==> src/rtl/mem_bus_unit.sv <==
// mem_bus_unit: round-robin multi-port Avalon-MM bus master with waitrequest stalling.
// Define MEM_BUS_TIMEOUT_EN to build the waitrequest watchdog (TIMEOUT_CYCLES).
module mem_bus_unit #(
    parameter int N_PORTS        = 2,
    parameter int DATA_WIDTH     = 32,
    parameter int ADDR_WIDTH     = 32,
    parameter int TIMEOUT_CYCLES = 255
) (
    input  logic                          clk,
    input  logic                          reset_i,
    input  logic [N_PORTS-1:0]            req_i,
    input  logic [N_PORTS-1:0]            we_i,
    input  logic [N_PORTS*ADDR_WIDTH-1:0] addr_i,
    input  logic [N_PORTS*2-1:0]          size_i,
    input  logic [N_PORTS-1:0]            signed_i,
    input  logic [N_PORTS*DATA_WIDTH-1:0] wdata_i,
    output logic [N_PORTS-1:0]            done_o,
    output logic                          err_o,
    output logic [DATA_WIDTH-1:0]         rdata_o,
    output logic                          busy_o,
    output logic [ADDR_WIDTH-1:0]         address,
    output logic                          read,
    output logic                          write,
    output logic [DATA_WIDTH-1:0]         writedata,
    output logic [DATA_WIDTH/8-1:0]       byteenable,
    input  logic                          waitrequest,
    input  logic [DATA_WIDTH-1:0]         readdata
);
    localparam int LANES = DATA_WIDTH / 8;
    localparam int LW    = $clog2(LANES);
    localparam int GW    = (N_PORTS > 1) ? $clog2(N_PORTS) : 1;
    localparam logic [GW-1:0] LAST_PORT = GW'(N_PORTS - 1);

    typedef enum logic [1:0] {
        IDLE = 2'd0,
        BUS  = 2'd1,
        DONE = 2'd2
    } state_t;

    state_t                state_q, state_d;
    logic [GW-1:0]         last_q, last_d;
    logic [GW-1:0]         grant_q, grant_d;
    logic                  we_q, we_d;
    logic [ADDR_WIDTH-1:0] addr_q, addr_d;
    logic [1:0]            size_q, size_d;
    logic                  sgn_q, sgn_d;
    logic [DATA_WIDTH-1:0] wdata_q, wdata_d;
    logic                  err_q, err_d;
    logic [DATA_WIDTH-1:0] rdata_q, rdata_d;
`ifdef MEM_BUS_TIMEOUT_EN
    logic [15:0]           tmo_q, tmo_d;
`endif

    logic                  found;
    logic [GW-1:0]         cand;
    logic [GW-1:0]         pick;
    logic [ADDR_WIDTH-1:0] pick_addr;
    logic [1:0]            pick_size;
    logic                  bad;
    logic [LW-1:0]         lane;
    logic [LW+2:0]         shamt;
    logic [LANES-1:0]      be_ones;

    assign lane  = addr_q[LW-1:0];
    assign shamt = {lane, 3'b000};

    // Right-justify the addressed lanes, keep 8*2^sz bits, then extend.
    function automatic logic [DATA_WIDTH-1:0] extend(
        input logic [DATA_WIDTH-1:0] d,
        input logic [LW+2:0]         sh,
        input logic [1:0]            sz,
        input logic                  sg
    );
        logic [DATA_WIDTH-1:0] s;
        logic [DATA_WIDTH-1:0] mask;
        logic [DATA_WIDTH-1:0] top;
        logic                  sbit;
        s    = d >> sh;
        mask = (DATA_WIDTH'(1) << (7'd8 << sz)) - DATA_WIDTH'(1);
        top  = mask ^ (mask >> 1);
        sbit = sg & (|(s & top));
        return (s & mask) | (sbit ? ~mask : '0);
    endfunction

    always_comb begin
        state_d = state_q;
        last_d  = last_q;
        grant_d = grant_q;
        we_d    = we_q;
        addr_d  = addr_q;
        size_d  = size_q;
        sgn_d   = sgn_q;
        wdata_d = wdata_q;
        err_d   = err_q;
        rdata_d = rdata_q;
`ifdef MEM_BUS_TIMEOUT_EN
        tmo_d   = tmo_q;
`endif
        found   = 1'b0;
        cand    = last_q;
        pick    = last_q;
        for (int i = 1; i <= N_PORTS; i++) begin
            cand = GW'((int'(last_q) + i) % N_PORTS);
            if (!found && req_i[cand]) begin
                found = 1'b1;
                pick  = cand;
            end
        end

        pick_addr = addr_i[int'(pick)*ADDR_WIDTH +: ADDR_WIDTH];
        pick_size = size_i[int'(pick)*2 +: 2];
        bad       = 1'b0;
        unique case (pick_size)
            2'd0:    bad = 1'b0;
            2'd1:    bad = pick_addr[0];
            2'd2:    bad = |pick_addr[1:0];
            default: bad = (DATA_WIDTH < 64) || (|pick_addr[2:0]);
        endcase

        unique case (state_q)
            IDLE: begin
                if (found) begin
                    grant_d = pick;
                    we_d    = we_i[pick];
                    addr_d  = pick_addr;
                    size_d  = pick_size;
                    sgn_d   = signed_i[pick];
                    wdata_d = wdata_i[int'(pick)*DATA_WIDTH +: DATA_WIDTH];
                    err_d   = bad;
                    state_d = bad ? DONE : BUS;
`ifdef MEM_BUS_TIMEOUT_EN
                    tmo_d   = '0;
`endif
                end
            end
            BUS: begin
                if (!waitrequest) begin
                    if (!we_q) begin
                        rdata_d = extend(readdata, shamt, size_q, sgn_q);
                    end
                    state_d = DONE;
                end
`ifdef MEM_BUS_TIMEOUT_EN
                else begin
                    tmo_d = tmo_q + 16'd1;
                    if (int'(tmo_q) + 1 >= TIMEOUT_CYCLES) begin
                        err_d   = 1'b1;
                        state_d = DONE;
                    end
                end
`endif
            end
            DONE: begin
                last_d  = grant_q;
                state_d = IDLE;
            end
            default: state_d = IDLE;
        endcase
    end

    always_comb begin
        be_ones    = LANES'((16'd1 << (5'd1 << size_q)) - 16'd1);
        read       = 1'b0;
        write      = 1'b0;
        address    = '0;
        writedata  = '0;
        byteenable = '0;
        done_o     = '0;
        busy_o     = (state_q != IDLE);
        err_o      = (state_q == DONE) && err_q;
        rdata_o    = rdata_q;
        if (state_q == BUS) begin
            read       = !we_q;
            write      = we_q;
            address    = {addr_q[ADDR_WIDTH-1:LW], LW'(0)};
            writedata  = wdata_q << shamt;
            byteenable = be_ones << lane;
        end
        if (state_q == DONE) begin
            done_o[grant_q] = 1'b1;
        end
    end

    always_ff @(posedge clk) begin
        if (reset_i) begin
            state_q <= IDLE;
            last_q  <= LAST_PORT;
            grant_q <= '0;
            we_q    <= 1'b0;
            addr_q  <= '0;
            size_q  <= '0;
            sgn_q   <= 1'b0;
            wdata_q <= '0;
            err_q   <= 1'b0;
            rdata_q <= '0;
`ifdef MEM_BUS_TIMEOUT_EN
            tmo_q   <= '0;
`endif
        end else begin
            state_q <= state_d;
            last_q  <= last_d;
            grant_q <= grant_d;
            we_q    <= we_d;
            addr_q  <= addr_d;
            size_q  <= size_d;
            sgn_q   <= sgn_d;
            wdata_q <= wdata_d;
            err_q   <= err_d;
            rdata_q <= rdata_d;
`ifdef MEM_BUS_TIMEOUT_EN
            tmo_q   <= tmo_d;
`endif
        end
    end

endmodule
==> config.mk <==
export PLATFORM = sky130hd
export DESIGN_NAME = mem_bus_unit
export DESIGN_NICKNAME = d
export VERILOG_FILES = /design/src/rtl/mem_bus_unit.sv
export SDC_FILE = /design/constraint.sdc
export NUM_CORES = 1
export LEC_CHECK = 0
export BUFFER_PORTS_ARGS = -buffer_cell sky130_fd_sc_hd__buf_2
export CELL_PAD_IN_SITES_DETAIL_PLACEMENT = 1
export CELL_PAD_IN_SITES_GLOBAL_PLACEMENT = 2
export CORE_MARGIN = 4
export CORE_UTILIZATION = 27
export DETAILED_ROUTE_END_ITERATION = 7
export PLACE_DENSITY_LB_ADDON = 0.05
export SYNTH_ARGS = -nofsm -noshare
export SYNTH_HDL_FRONTEND = slang
export SYNTH_SLANG_ARGS = --single-unit
==> constraint.sdc <==
create_clock -name clk -period 5.9 [get_ports clk]
set_input_delay 0.885 -clock clk [delete_from_list [all_inputs] [get_ports clk]]
set_output_delay 0.885 -clock clk [all_outputs]
set_load 0.1 [all_outputs]
After elaboration in Yosys (flattened, before gate mapping)
Cells that the tools add are included.

word-level totals
  register bits = 105
  input bits = 173
  output and inout bits = 106
  word-level logic and storage cells = 82

operators by class
  add/subtract/negate cells = 4
  magnitude comparators = 5
  equal/unequal tests = 6
  shifts and indexed selects = 10
  mux-type cells = 26
  bitwise operators = 8
  reductions and logical operators = 13

operators by type and width
  cell                   number
  $shiftx 64x7->32       2
  $mux 32                3
  $and 32x32->32         2
  $not 32->32            1
  $or 32x32->32          1
  $reduce_or 32->1       1
  $shl 1x7->32 const A   1
  $shl 32x5->32          1
  $shr 32x5->32          1
  $sub 32x2->32 const B  1
  $xor 32x31->32         1
  $mux 1                 15
  $lt 1x2->1 const B     4
  $mux 2                 4
  $shl 4x2->7 const A    1
  $shl 1x2->5 const A    1
  $shl 1x5->4 const A    1
  $eq 2x1->1 const B     2
  $eq 2x2->1 const B     2
  $logic_not 2->1        2
  $mux 4                 1
  $ne 2x2->1 const B     2
  $pmux 2 s2             1
  $reduce_and 2->1       2
  14 further kinds       19

Logic depth before layout (Yosys ltp)
  depth after elaboration = 13
  depth in mapped cells = 10
  gate-level depth less buffers = 8

Worst setup path before layout
No wires, ideal clock.

  path kind = flip-flop to output port
  start = register addr_q[1]
  end = output port writedata[24]
  data arrival time = 3.413 ns
  required time = 5.015 ns
  slack = 1.602 ns
  stages on the path, launching flop included = 6
  buffers on the path = 3
  path through = dfxtp_1 buf_2 buf_2 buf_1 a211oi_1 a211oi_1

on the way
  longest elaborated chain between the ends = 2

RTL lines
  what                    line  source
  from (decl)             44    logic [ADDR_WIDTH-1:0] addr_q, addr_d;
  from (signal assigned)  204   addr_q <= addr_d;
  $shl 32x5->32           176   writedata = wdata_q << shamt;
  $mux 32                 172   if (state_q == BUS) begin
  to (decl)               24    output logic [DATA_WIDTH-1:0] writedata,

Every way passes these cells.

Worst setup path in the final report
  start = register addr_q[0]
  end = output port writedata[20]

The elaborated chain is that of the path after synthesis.

==> metrics <==
Post-synth ARST share 0%; top_reg_cell synth dfxtp_1; worst skew pair latency roughly 0.35 ns; Synth area leaders dfxtp_1 (36%), mux2i_1 (17%), a211oi_1 (14%); post_cts resized 0; Fin Hold WS between 0.4 and 0.5 ns; Worst EP arrival 2.87 ns; Slew Limit Fails 0; # fillers approximately 2600; number of synthesized flops with an enable pin 0; # nets final between 1000 and 1500; n_diodes 0; Post-Place Cells ~1200; met2 Resource Use GR between 30% and 40%; Num CTS Buffers 9; unrepaired setup endpoints after global routing false; DR vias 5946; crit path kind flip-flop to output port; final setup vio count 0; busiest grt layer met2; top-level I/O count 279; clock power share between 20% and 30%; net switching power between 1 and 1.5 mW; Post-Syn Area 0.005913 mm²; antenna violations before repair 0; Worst-Margin Slew ~1.1 ns; first-iteration detailed-routing DRC count about 190; post-DR wirelength/cell 17.80 µm; #FFs+latches synth 105; clk buf depth 2; first-pass iteration count of the detailed router 4; synthesized area per cell slightly above 8 µm²; # rows 53; pwr dens approximately 320 mW/mm²; sw frac between 40% and 50%; normalized max-slew margin between 20% and 30%; Final ANT Viol Nets 0; CTS tree done; non-filler cells in the finished layout approximately 1200; total area of sequential cells about 0.0021 mm²; met3 Track Usage GR approximately 3.7%; clock sinks between 100 and 150; P&R area growth vs syn 31.40%; GR Layer Usage met1 a little over a fifth; clk root buf clkbuf_16; largest net degree at the start of global routing 88; Gate power share around two fifths; Static Leak approximately 3.6 nW; area of the multi-input gates 0.003511 mm²; HPWL after DPL approximately 16000 µm; # hold bufs at CTS 0; vias in the first global route around 6400; CP Data Required Time between 5 and 6 ns; DR vias/cell about 4.9; Die Wd around 160 µm; worst min path class flip-flop to flip-flop; Startpoint Class flip-flop; PortBufs ~280; layout cells sized above 1 between 30% and 40%; number of H-tree levels 3; DIE AREA 0.02433 mm²; Routability Congestion between 0.8 and 0.9; crit path max fanout between 70 and 80; area share of the largest cell type after synthesis 35.55%; first-pass GRT wire length around 34000 µm; GRT Util Overall between 15 and 20%; Residual DRC 0; CTS clk-pin slew, worst paths roughly 0.07 ns; sequential fraction of the synthesis area about 36%; setup_tns 0 ns; CORE AREA ~0.021 mm²; setup bufs post-CTS 0; Die H approximately 160 µm; Initial Util around 28%; Synth Instances about 710; register share of total power between 30% and 40%; cell taking the most area after synthesis dfxtp_1; Period Utilization, post-route 63.59%; WL final between 20000 and 25000 µm; Fmax roughly 270 MHz; outcome completed; Period minus WS final 3.752 ns; synth unique cells 40; Max-Cap Viols 0; Hold Vio Cnt, Final 0; Internal Power 1.472 mW; Fin Clk Skew between 0.008 and 0.009 ns; total gr overflow 0; synth warn 0; Setup crit end kind output port; worst vdd ir about 0.12 mV
[path summary, 6_finish.rpt]
check / cells past startpoint / slack (ns) / to / startpoint
setup reg to reg: 6 / 3.35 / rdata_o[15] / addr_q[1]
setup / recovery: 4 / 2.15 / writedata[20] / addr_q[0]
hold reg to reg: 2 / 0.49 / rdata_o[1] / rdata_o[1]
hold / removal: 2 / 0.49 / rdata_o[1] / rdata_o[1]
[layout make-up]
class / count / area share [%]
Clock inverter: 5 / 1.095
Tap cell: 275 / 4.428
Sequential cell: 105 / 27.12
Multi-Input combinational cell: 535 / 45.19
Inverter: 5 / 0.2415
Clock buffer: 11 / 3.124
Timing Repair Buffer: 283 / 18.81
[registers in the layout (all words and copies together) (netlist names)]
signal   flops
sgn_q        1
wdata_q     32
grant_q      1
addr_q      32
size_q       2
state_q      2
we_q         1
rdata_o     32
err_q        1
last_q       1
[power groups by stage]
| stage | Combinational [mW] | Clock, mW | Sequential, mW |
|---|---|---|---|
| after floorplan | 0.702 | 0 | 0.939 |
| after global placement | 0.957 | 0 | 0.903 |
| after detailed placement | 0.975 | 0 | 0.908 |
| after CTS | 0.978 | 0.698 | 0.892 |
| after global routing | 1.05 | 0.725 | 0.908 |
| final | 0.961 | 0.672 | 0.891 |
[through the flow]
stage / util (%) / instance area, µm² / power, mW / worst slack, ns
3_5_place_dp: 34.96 / 7442 / 1.883 / 2.501
2_1_floorplan: - / 5917 / 1.641 / 1.602
6_report: 36.50 / 7770 / 2.524 / 2.148
3_3_place_gp: 34.96 / 7442 / 1.860 / 2.544
4_1_cts: 36.50 / 7770 / 2.568 / 2.101
5_1_grt: 36.50 / 7770 / 2.681 / 1.907
[layer usage]
layer  share of wire (%)  vias up
met4                 1.4        0
met2                  50      165
li1                    -     2991
met1                  43     2771
met5                   0        -
met3                 6.0       19
[Yosys cell counts (2+ instances only)]
master / instances
a21oi_1: 48
o21ai_0: 25
buf_1: 3
clkbuf_1: 30
nand2b_1: 5
mux2i_1: 100
a211oi_1: 108
nor2_1: 130
o22ai_1: 2
o211ai_1: 3
buf_4: 4
nor2b_1: 22
buf_2: 31
and2_1: 41
o21a_1: 2
mux2_2: 3
dfxtp_1: 105
xor2_1: 2
inv_1: 5
nand2_1: 12
or2_2: 3
nor3_1: 10
[critical path, stage by stage (launching register included)]
cell and delay (ns):
dfxtp_4 0.95, nor2b_2 0.80, a21oi_1 0.18, nor2_1 0.13
buf_2 0.46
[cell families after synthesis]
family,count (synthesis),synth area share [%]
compound gates,198,22.73
xor+xnor,2,0.2963
fa+ha+maj,1,0.2116
buf+inv,73,5.544
flops,105,35.55
mux,103,17.50
other cells,1,0.06342
simple gates,229,18.11
[cells in the final DEF (no fill, tap or decap), types with 2 or more instances in the layout]
cell type / count
dfxtp_1: 103
clkbuf_16: 9
conb_1: 2
xor2_1: 2
o21ai_0: 24
a211oi_1: 108
nor2_1: 129
a21oi_1: 48
nor2b_2: 2
bufinv_16: 2
mux2i_1: 100
and2_1: 41
or2_2: 3
mux2_2: 3
o22ai_1: 2
nand2b_1: 5
o21a_1: 2
buf_4: 6
inv_1: 5
nand2_1: 12
o211ai_1: 3
nor2b_1: 20
buf_2: 275
nor3_1: 10
buf_12: 2
Power figures use the tool's default switching activity.
